==> src/rtl/mmio_uart_tx.sv <==
// Memory-mapped 8N1 UART transmitter: TXDATA pushes into a small FIFO, STATUS
// reports overflow/active/empty/full, and a four-state FSM shifts bytes out LSB first.
module mmio_uart_tx #(
  parameter int unsigned CLKS_PER_BIT = 16,
  parameter logic [31:0] BASE_ADDR    = 32'h0000_1000,
  parameter int unsigned FIFO_DEPTH   = 4
) (
  input  logic        clk,
  input  logic        n_reset,
  input  logic [31:0] addr,
  input  logic [31:0] din,
  input  logic        we,
  output logic [31:0] dout,
  output logic        tx,
  output logic        busy
);

  localparam int unsigned AW          = $clog2(FIFO_DEPTH);
  localparam int unsigned BW          = (CLKS_PER_BIT > 1) ? $clog2(CLKS_PER_BIT) : 1;
  localparam logic [BW-1:0] BAUD_LAST = BW'(CLKS_PER_BIT - 1);
  localparam logic [31:0] STATUS_ADDR = BASE_ADDR + 32'd4;

  typedef enum logic [1:0] {S_IDLE, S_START, S_DATA, S_STOP} state_t;

  state_t        r_state;
  logic [7:0]    r_mem [FIFO_DEPTH];
  logic [AW:0]   r_wr_ptr;
  logic [AW:0]   r_rd_ptr;
  logic [7:0]    r_shift;
  logic [BW-1:0] r_baud;
  logic [2:0]    r_bit_cnt;
  logic          r_overflow;

  logic w_sel_data;
  logic w_sel_status;
  logic w_empty;
  logic w_full;
  logic w_push;
  logic w_pop;
  logic w_baud_done;
  logic w_active;
  logic w_unused_din;

  assign w_sel_data   = (addr == BASE_ADDR);
  assign w_sel_status = (addr == STATUS_ADDR);
  // Pointers carry one extra wrap bit, so equal pointers mean empty and a
  // difference of FIFO_DEPTH means full.
  assign w_empty      = (r_wr_ptr == r_rd_ptr);
  assign w_full       = ((r_wr_ptr - r_rd_ptr) == (AW + 1)'(FIFO_DEPTH));
  assign w_push       = we && w_sel_data && !w_full;
  assign w_pop        = (r_state == S_IDLE) && !w_empty;
  assign w_baud_done  = (r_baud == BAUD_LAST);
  assign w_active     = (r_state != S_IDLE);
  assign busy         = w_active || !w_empty;
  assign w_unused_din = ^din[31:8];

  // NOTE: the FIFO storage has no reset; emptiness is defined by the pointers,
  // so clearing the array would only add reset fan-out.
  always_ff @(posedge clk) begin
    if (w_push) r_mem[r_wr_ptr[AW-1:0]] <= din[7:0];
  end

  always_ff @(posedge clk or negedge n_reset) begin
    if (!n_reset) begin
      r_wr_ptr   <= '0;
      r_rd_ptr   <= '0;
      r_overflow <= 1'b0;
    end else begin
      if (w_push) r_wr_ptr <= r_wr_ptr + 1'b1;
      if (w_pop)  r_rd_ptr <= r_rd_ptr + 1'b1;
      // A rejected push and a clear cannot both hit on one edge here, but set still takes priority.
      if (we && w_sel_data && w_full)          r_overflow <= 1'b1;
      else if (we && w_sel_status && din[3])   r_overflow <= 1'b0;
    end
  end

  always_ff @(posedge clk or negedge n_reset) begin
    if (!n_reset) begin
      r_state   <= S_IDLE;
      r_shift   <= '0;
      r_baud    <= '0;
      r_bit_cnt <= '0;
      tx        <= 1'b1;
    end else begin
      unique case (r_state)
        S_IDLE: begin
          r_baud <= '0;
          if (w_pop) begin
            r_shift <= r_mem[r_rd_ptr[AW-1:0]];
            r_state <= S_START;
            tx      <= 1'b0;
          end
        end
        S_START: begin
          if (w_baud_done) begin
            r_baud    <= '0;
            r_bit_cnt <= '0;
            tx        <= r_shift[0];
            r_shift   <= {1'b0, r_shift[7:1]};
            r_state   <= S_DATA;
          end else begin
            r_baud <= r_baud + BW'(1);
          end
        end
        S_DATA: begin
          if (w_baud_done) begin
            r_baud <= '0;
            if (r_bit_cnt == 3'd7) begin
              tx      <= 1'b1;
              r_state <= S_STOP;
            end else begin
              r_bit_cnt <= r_bit_cnt + 3'd1;
              tx        <= r_shift[0];
              r_shift   <= {1'b0, r_shift[7:1]};
            end
          end else begin
            r_baud <= r_baud + BW'(1);
          end
        end
        S_STOP: begin
          if (w_baud_done) begin
            r_baud  <= '0;
            r_state <= S_IDLE;
          end else begin
            r_baud <= r_baud + BW'(1);
          end
        end
        default: r_state <= S_IDLE;
      endcase
    end
  end

  always_comb begin
    dout = '0;
    if (w_sel_status) dout = {28'b0, r_overflow, w_active, w_empty, w_full};
  end

endmodule

==> config.mk <==
export PLATFORM = sky130hd
export DESIGN_NAME = mmio_uart_tx
export DESIGN_NICKNAME = d
export VERILOG_FILES = /design/src/rtl/mmio_uart_tx.sv
export SDC_FILE = /design/constraint.sdc
export NUM_CORES = 1
export LEC_CHECK = 0
export ABC_AREA = 1
export CAP_MARGIN = 10
export CORE_MARGIN = 2
export CORE_UTILIZATION = 40
export CTS_BUF_LIST = sky130_fd_sc_hd__clkbuf_8
export CTS_CLUSTER_DIAMETER = 100
export CTS_CLUSTER_SIZE = 28
export DETAILED_ROUTE_END_ITERATION = 6
export GPL_TIMING_DRIVEN = 0
export PLACE_DENSITY = 0.71
export SLEW_MARGIN = 20
export SYNTH_ARGS = -nofsm -noshare
export SYNTH_HDL_FRONTEND = slang
export SYNTH_SLANG_ARGS = --single-unit
==> constraint.sdc <==
create_clock -name clk -period 2.3 [get_ports clk]
set_input_delay 0.23 -clock clk [delete_from_list [all_inputs] [get_ports clk]]
set_output_delay 0.23 -clock clk [all_outputs]
set_load 0.05 [all_outputs]
==> flow_summary.ini, run 1 <==
[synth]
yosys-top-cells-area = edfxtp_1 (30%), dfrtp_1 (19%), nand2_1 (11%), buf_4 (6.9%), nor2_1 (6.1%)
synth.top_cell.area_share_pct = 30.4
async_reset_ff_share_pct = 43.9
ys_ff_latch = 57
synth_top_cell_by_area = edfxtp_1
ys_seq_area_share_pct = 50.2
synthesis.area_mm2 = 0.00316
yosysWarnings = 0
synth_edf_count = 32
syn_area_per_cell_um2 = 9.03
synth_flop_cell = edfxtp_1
synth_common_cells = nand2_1 (90), nor2_1 (51), nand3_1 (34), edfxtp_1 (32), buf_4 (29)
post-synth-top-count-cell = nand2_1
netlist_instances = 350
synth_cell_type_count = 29

[sta]
whs_ps = 411
final.setup_skew_ps = 7.82
max_freq_ghz = 0.459
slew_headroom_pct = 62.4
fin_ws_ps = 121
min_period_ps = 2180
hold_violations = 0
tns_ps = 0
post-route-period-util_pct = 94.7
setup_viol_count_final = 0
finalMaxSlewViolations = 0
worst_pin_slew_ps = 564

[die]
rows = 32
dieArea_mm2 = 0.00863
io_pins = 101
die_height_um = 92.9
die_w_um = 92.9
core_area_mm2 = 0.00769
initial_core_util_pct = 41.1

[placement]
dp_slack_ps = -338
dp_cells = 527
dpl.hpwl_um = 4480
io_buffer_count = 48
gp_congestion = 0.774

[cts]
clk_latency_ps = 340
h-tree-depth = 3
cts_root_buffer = clkbuf_8
cts_buffers = 9
cts.path.max_buffers = 2
clock_sinks = 57
path_clk_slew_ps = 70
cts_tree = built

[global_route]
grt_max_degree = 26
grt_pass1_wl_um = 10300
grt-busiest-layer = met2
grtUsageMet2_pct = 26.0
met3_usage_pct = 6.02
grt_pass1_vias = 2259
met1_usage_pct = 17.8
antenna_found_initial = 0
grt.overflow.total = 0
grt_usage_pct = 15.4

[cells_and_area]
fillers = 677
final_cell_count_no_fill = 550
area_growth_pct = 33.0
nets = 525
antenna_cells = 0
drive_gt1_share_pct = 19.2

[route]
dr_total_vias = 2474
drt_iter0_drc = 159
wl_per_cell_um = 11.2
ant_nets = 0
wl_um = 6160
avgViaCountPerCell = 4.50
dr.pass1.iters = 4
drc = 0

[setup_path]
crit_family = buffers and inverters
cp-start-kind = flip-flop
max_stage_delay_ps = 390
cp_max_fo = 10
criticalPathCategory = flip-flop to primary output
required_ps = 2070
cpMaxStageDelayCell = dfrtp_1
path_buf_inv = 4
crit_arrival_ps = 1950
end_kind = primary output
crit_chain = buf_6 -> inv_4 -> ha_1 -> inv_1 -> nor2_2 -> o21ai_2 -> nand3_4 -> nor2_2 -> buf_6

[run]
max-cap-violations = 0

[outcome]
outcome = completed

[power_and_ir_drop]
leakagePower_nw = 1.88
ir_drop_v = 0.000407
power_density_mw_per_mm2 = 539
total_power_mw = 2.27

[hold_path]
hold_path_class = input port to async pin
-- metal layers --
| metal | vias to the layer above | wire length, um | share of wire [%] |
|---|---|---|---|
| met3 | 11 | 372 | 6.0 |
| met4 | 0 | 104 | 1.7 |
| met2 | 65 | 3070 | 50 |
| li1 | 1278 | - | - |
| met1 | 1120 | 2610 | 42 |
| met5 | - | 0 | 0 |
-- power by group --
| group | switching (mW) | leakage (nW) | total, mW | internal [mW] |
|---|---|---|---|---|
| registers | 0.000273 | 0.633 | 1.08 | 1.08 |
| clock network | 0.425 | 0.0983 | 0.933 | 0.508 |
| logic | 0.148 | 1.15 | 0.253 | 0.105 |
| total | 0.574 | 1.88 | 2.27 | 1.69 |
-- path summary, 6_finish.rpt --
path | from | end | slack [ps] | cells past startpoint
worst min-delay path | n_reset | r_bit_cnt[0] | 410 | 2
worst min register to register | r_baud[0] | r_baud[0] | 460 | 1
worst max-delay path | r_rd_ptr[1] | dout[0] | 120 | 9
min in group clk | r_baud[0] | r_baud[0] | 460 | 1
max in group asynchronous | n_reset | r_overflow | 1510 | 2
worst max register to register | r_rd_ptr[1] | r_mem[1][5] | 180 | 10
-- kinds of logic (layout without fill, tap and decap cells) --
| group | count (synthesis) | after routing | synth area share, % |
|---|---|---|---|
| other cells | 1 | 28 | 0.119 |
| fa+ha+maj | 15 | 15 | 5.94 |
| simple gates | 190 | 190 | 27.0 |
| compound gates | 21 | 21 | 4.28 |
| buf+inv | 62 | 133 | 11.3 |
| flops | 57 | 57 | 50.2 |
| xor+xnor | 4 | 4 | 1.11 |
-- area by class of cell --
cell class | instances | area, um2 | share of cell area [%]
multi-input cells | 258 | 1370 | 32.6
clock inverters | 7 | 76.3 | 1.82
inverters | 28 | 108 | 2.56
clock buffers | 9 | 124 | 2.95
repair buffers | 55 | 552 | 13.1
flip-flops and latches | 57 | 1590 | 37.8
plain buffers | 34 | 259 | 6.16
well taps | 102 | 128 | 3.04
-- metrics by stage --
stage | cell area [um2] | util (%)
detailed placement | 3860 | 50.3
floorplan | 3260 | -
global placement | 3870 | 50.3
global route | 4200 | 54.7
finish | 4200 | 54.7
CTS | 4120 | 53.6
-- flip-flops by register name, indices dropped and copies added (netlist names) --
| signal | flops |
|---|---|
| r_shift | 8 |
| r_rd_ptr | 3 |
| r_wr_ptr | 3 |
| r_mem | 32 |
| r_bit_cnt | 3 |
| r_baud | 4 |
| r_state | 2 |
| tx | 1 |
| r_overflow | 1 |
-- cell usage in the layout (no fill, tap or decap), types with 2 or more instances in the layout --
cell type and instances:
nand2_1 90, nor2_1 45, clkdlybuf4s50_1 42, nand3_1 34, buf_4 33, edfxtp_1 32
conb_1 28, dfrtp_1 24, inv_1 21, ha_1 15, clkbuf_8 9, o21a_1 7
a21oi_1 5, inv_2 5, buf_2 5, nor2_4 4, xor2_1 4, nor2_2 3
nand3_4 3, nand4_1 3, o21ai_1 3, inv_6 3, buf_12 3, o21ai_0 2
nand3_2 2, nand2_2 2, nor2_8 2, buf_6 2, clkinv_1 2, a32o_1 2
clkbuf_2 2
-- repair_timing --
item / in CTS / in global routing
gates resized for setup: 30 / 10
hold buffers: 1 / 0
setup buffers: 1 / 5
gates cloned: 0 / 0
pin swaps: 1 / 3
endpoints found under the setup margin: 37 / 36
endpoints found under the hold margin: 24 / 0
-- worst reg2reg max path, delay by kind of cell (launching register included) --
family,cells,cell delay [ps]
AND/OR/NAND/NOR,6,820
flip-flops,1,390
buffers and inverters,3,320
adder cells (fa/ha/maj),1,260
Note: power is estimated with default switching activity, not from simulation.
==> run 2, diff against run 1 <==
--- a/config.mk
+++ b/config.mk
@@ -5,7 +5,6 @@
 export SDC_FILE = /design/constraint.sdc
 export NUM_CORES = 1
 export LEC_CHECK = 0
-export ABC_AREA = 1
 export CAP_MARGIN = 10
 export CORE_MARGIN = 2
 export CORE_UTILIZATION = 40
@@ -14,7 +13,7 @@
 export CTS_CLUSTER_SIZE = 28
 export DETAILED_ROUTE_END_ITERATION = 6
 export GPL_TIMING_DRIVEN = 0
-export PLACE_DENSITY = 0.71
+export PLACE_DENSITY = 0.72
 export SLEW_MARGIN = 20
 export SYNTH_ARGS = -nofsm -noshare
 export SYNTH_HDL_FRONTEND = slang
==> flow_summary.ini, run 2 <==
[outcome]
outcome = completed

[placement]
dp_cells = 397
dpl.hpwl_um = 3960
dp_slack_ps = -709
placed_area_mm2 = 0.00371
io_buffer_count = 48
gp_congestion = 0.691

[synth]
synth_fa_ha_area_share_pct = 6.26
syn_area_per_cell_um2 = 13.5
synth-xor-area-share_pct = 2.29
synth.top_cell.area_share_pct = 32.0
ys_ff_latch = 57
yosysWarnings = 0
synth_flop_cell = edfxtp_1
synthesis.area_mm2 = 0.00300
yosys-top-cells-area = edfxtp_1 (32%), dfrtp_1 (20%), buf_4 (7.0%), mux2_2 (6.4%), ha_1 (6.3%)
synth_top_family_by_area = multiplexers
synth_cell_type_count = 48
netlist_instances = 223
synth_compound_area_share_pct = 6.63
ys_seq_area_share_pct = 52.9
synth_top_cell_by_area = edfxtp_1
post-synth-top-count-cell = edfxtp_1
synth_common_cells = edfxtp_1 (32), buf_4 (28), dfrtp_1 (24), mux2_2 (17), ha_1 (15)
async_reset_ff_share_pct = 43.9
synth_edf_count = 32
synthSimpleGateAreaFrac_pct = 9.59
synth_mux_area_share_pct = 13.1

[cells_and_area]
layout_commonest_cell = clkdlybuf4s50_1
final_cell_count_no_fill = 416
largest_reg_flops = 32
layout_common_cells = clkdlybuf4s50_1 (42), buf_4 (33), edfxtp_1 (32), conb_1 (28), dfrtp_1 (24)
nets = 394
area_growth_pct = 34.2
drive_gt1_share_pct = 30.9
fin_area_mm2 = 0.00403
antenna_cells = 0

[sta]
max_freq_ghz = 0.465
worst_pin_slew_ps = 581
hold_violations = 0
post-route-period-util_pct = 93.5
rsz0062_at_grt = no
min_period_ps = 2150
whs_ps = 427
finalMaxSlewViolations = 0
fin_ws_ps = 148
tns_ps = 0
slew_headroom_pct = 61.3
setup_viol_count_final = 0
final.setup_skew_ps = 17.8

[global_route]
grt_pass1_wl_um = 9030
antenna_found_initial = 0
grt.overflow.total = 0
grt_max_degree = 26
grt_usage_pct = 14.0
grt_pass1_vias = 1882

[setup_path]
crit_chain = buf_6 -> inv_1 -> ha_1 -> nor2b_4 -> xnor2_4 -> and4_1 -> buf_4
cpMaxStageDelayCell = dfrtp_1
crit_family = simple AND/OR/NAND/NOR gates
cp_max_fo = 10
max_stage_delay_ps = 370
end_kind = primary output
criticalPathCategory = flip-flop to primary output
cp-start-kind = flip-flop
path_buf_inv = 3
crit_arrival_ps = 1920
required_ps = 2070

[hold_path]
hold_path_class = input port to async pin

[cts]
clock_sinks = 57
cts_tree = built
clk_latency_ps = 340
cts_root_buffer = clkbuf_8
h-tree-depth = 3
cts.path.max_buffers = 2
cts_buffers = 9
path_clk_slew_ps = 80

[route]
wl_um = 5470
ant_nets = 0
wl_met2_um = 2810
drt_iter0_drc = 54
dr_total_vias = 1944
wirelength_met1_um = 2350
dr.pass1.iters = 4
highest_layer = met4
wl_per_cell_um = 13.1
avgViaCountPerCell = 4.67
met3_length_um = 236
drc = 0

[power_and_ir_drop]
switching_share_pct = 26.5
combinationalPowerShare_pct = 17.0
power.switching_uw = 719
ir_drop_v = 0.000346
pwr-share-clk_pct = 39.0
p_int_mw = 2.00
seqPwrFrac_pct = 44.0
leakagePower_nw = 1.66
power_density_mw_per_mm2 = 674

[die]
die_w_um = 90.6
dieArea_mm2 = 0.00821
io_pins = 101
die_height_um = 90.6
initial_core_util_pct = 41.4
core_area_mm2 = 0.00725
rows = 31

[run]
max-cap-violations = 0
-- run 2: cell types whose count changed after synthesis, moves of 7 or more --
cell and delta:
inv_1 -12, mux2_2 +17, mux4_2 +8, nand2_1 -83, nand3_1 -31, nor2_1 -46, o21a_1 -7
-- run 2: cells by family (layout without fill, tap and decap cells) --
| group | count (synthesis) | count (layout) |
|---|---|---|
| AOI/OAI and AO/OA | 24 | 24 |
| xor gates and xnor gates | 7 | 7 |
| adders and majority gates | 15 | 15 |
| buffers and inverters | 44 | 111 |
| DFF | 57 | 57 |
| muxes | 27 | 27 |
| other | 1 | 28 |
| and+or+nand+nor | 48 | 48 |
-- run 2: repair_timing --
action,in CTS,in global routing
gates resized for setup,35,16
buffers inserted,2,1
endpoints found under the setup margin,48,47
endpoints found under the hold margin,24,0
hold buffers,1,0
pin swaps,2,1
-- run 2: worst register-to-register path, delay by kind of cell (launching register included) --
family	cells	cell delay (ps)
fa+ha+maj	1	260
simple gates	2	490
compound gates	2	490
buf+inv	3	430
flops	1	370
-- run 2: power by group through the flow --
stage / Combinational (mW) / Sequential (mW) / Clock [mW]
2_1_floorplan: 0.296 / 1.24 / 0
3_3_place_gp: 0.450 / 1.21 / 0
3_5_place_dp: 0.457 / 1.22 / 0
4_1_cts: 0.462 / 1.20 / 1.08
5_1_grt: 0.503 / 1.20 / 1.12
6_report: 0.460 / 1.20 / 1.06
-- run 2: final timing paths --
check	startpoint	slack, ps	end	depth (start not counted)
min in group clk	r_baud[0]	500	r_baud[0]	1
max in group asynchronous	n_reset	1470	r_state[1]	2
hold reg to reg	r_baud[0]	500	r_baud[0]	1
setup reg to reg	r_rd_ptr[1]	180	r_overflow	8
hold / removal	n_reset	430	r_bit_cnt[1]	2
setup / recovery	r_rd_ptr[1]	150	dout[0]	7
-- run 2: final cells by class --
class / count / area [um2]
Multi-Input combinational cell: 149 / 1320
Buffer: 34 / 245
Tap cell: 99 / 124
Clock inverter: 7 / 103
Sequential cell: 57 / 1590
Inverter: 9 / 33.8
Clock buffer: 9 / 124
Timing Repair Buffer: 52 / 488
Fill cell: 612 / 3230
-- run 2: per-stage QoR --
stage	power, mW	util, %
2_1_floorplan	1.53	-
3_5_place_dp	1.67	51.2
6_report	2.71	55.5
5_1_grt	2.82	55.5
4_1_cts	2.74	55.1
3_3_place_gp	1.66	51.3
-- run 2: layer usage --
layer	vias up	track usage (%)
met3	6	3.42
met4	0	5.77
met2	53	23.3
met5	-	0
met1	930	17.3
li1	955	-
==> run 3, diff against run 2 <==
--- a/config.mk
+++ b/config.mk
@@ -14,7 +14,7 @@
 export DETAILED_ROUTE_END_ITERATION = 6
 export GPL_TIMING_DRIVEN = 0
 export PLACE_DENSITY = 0.72
-export SLEW_MARGIN = 20
+export SLEW_MARGIN = 25
 export SYNTH_ARGS = -nofsm -noshare
 export SYNTH_HDL_FRONTEND = slang
 export SYNTH_SLANG_ARGS = --single-unit
==> results of run 3 <==
The final DEF is identical to that of run 2; final timing and power are the same.
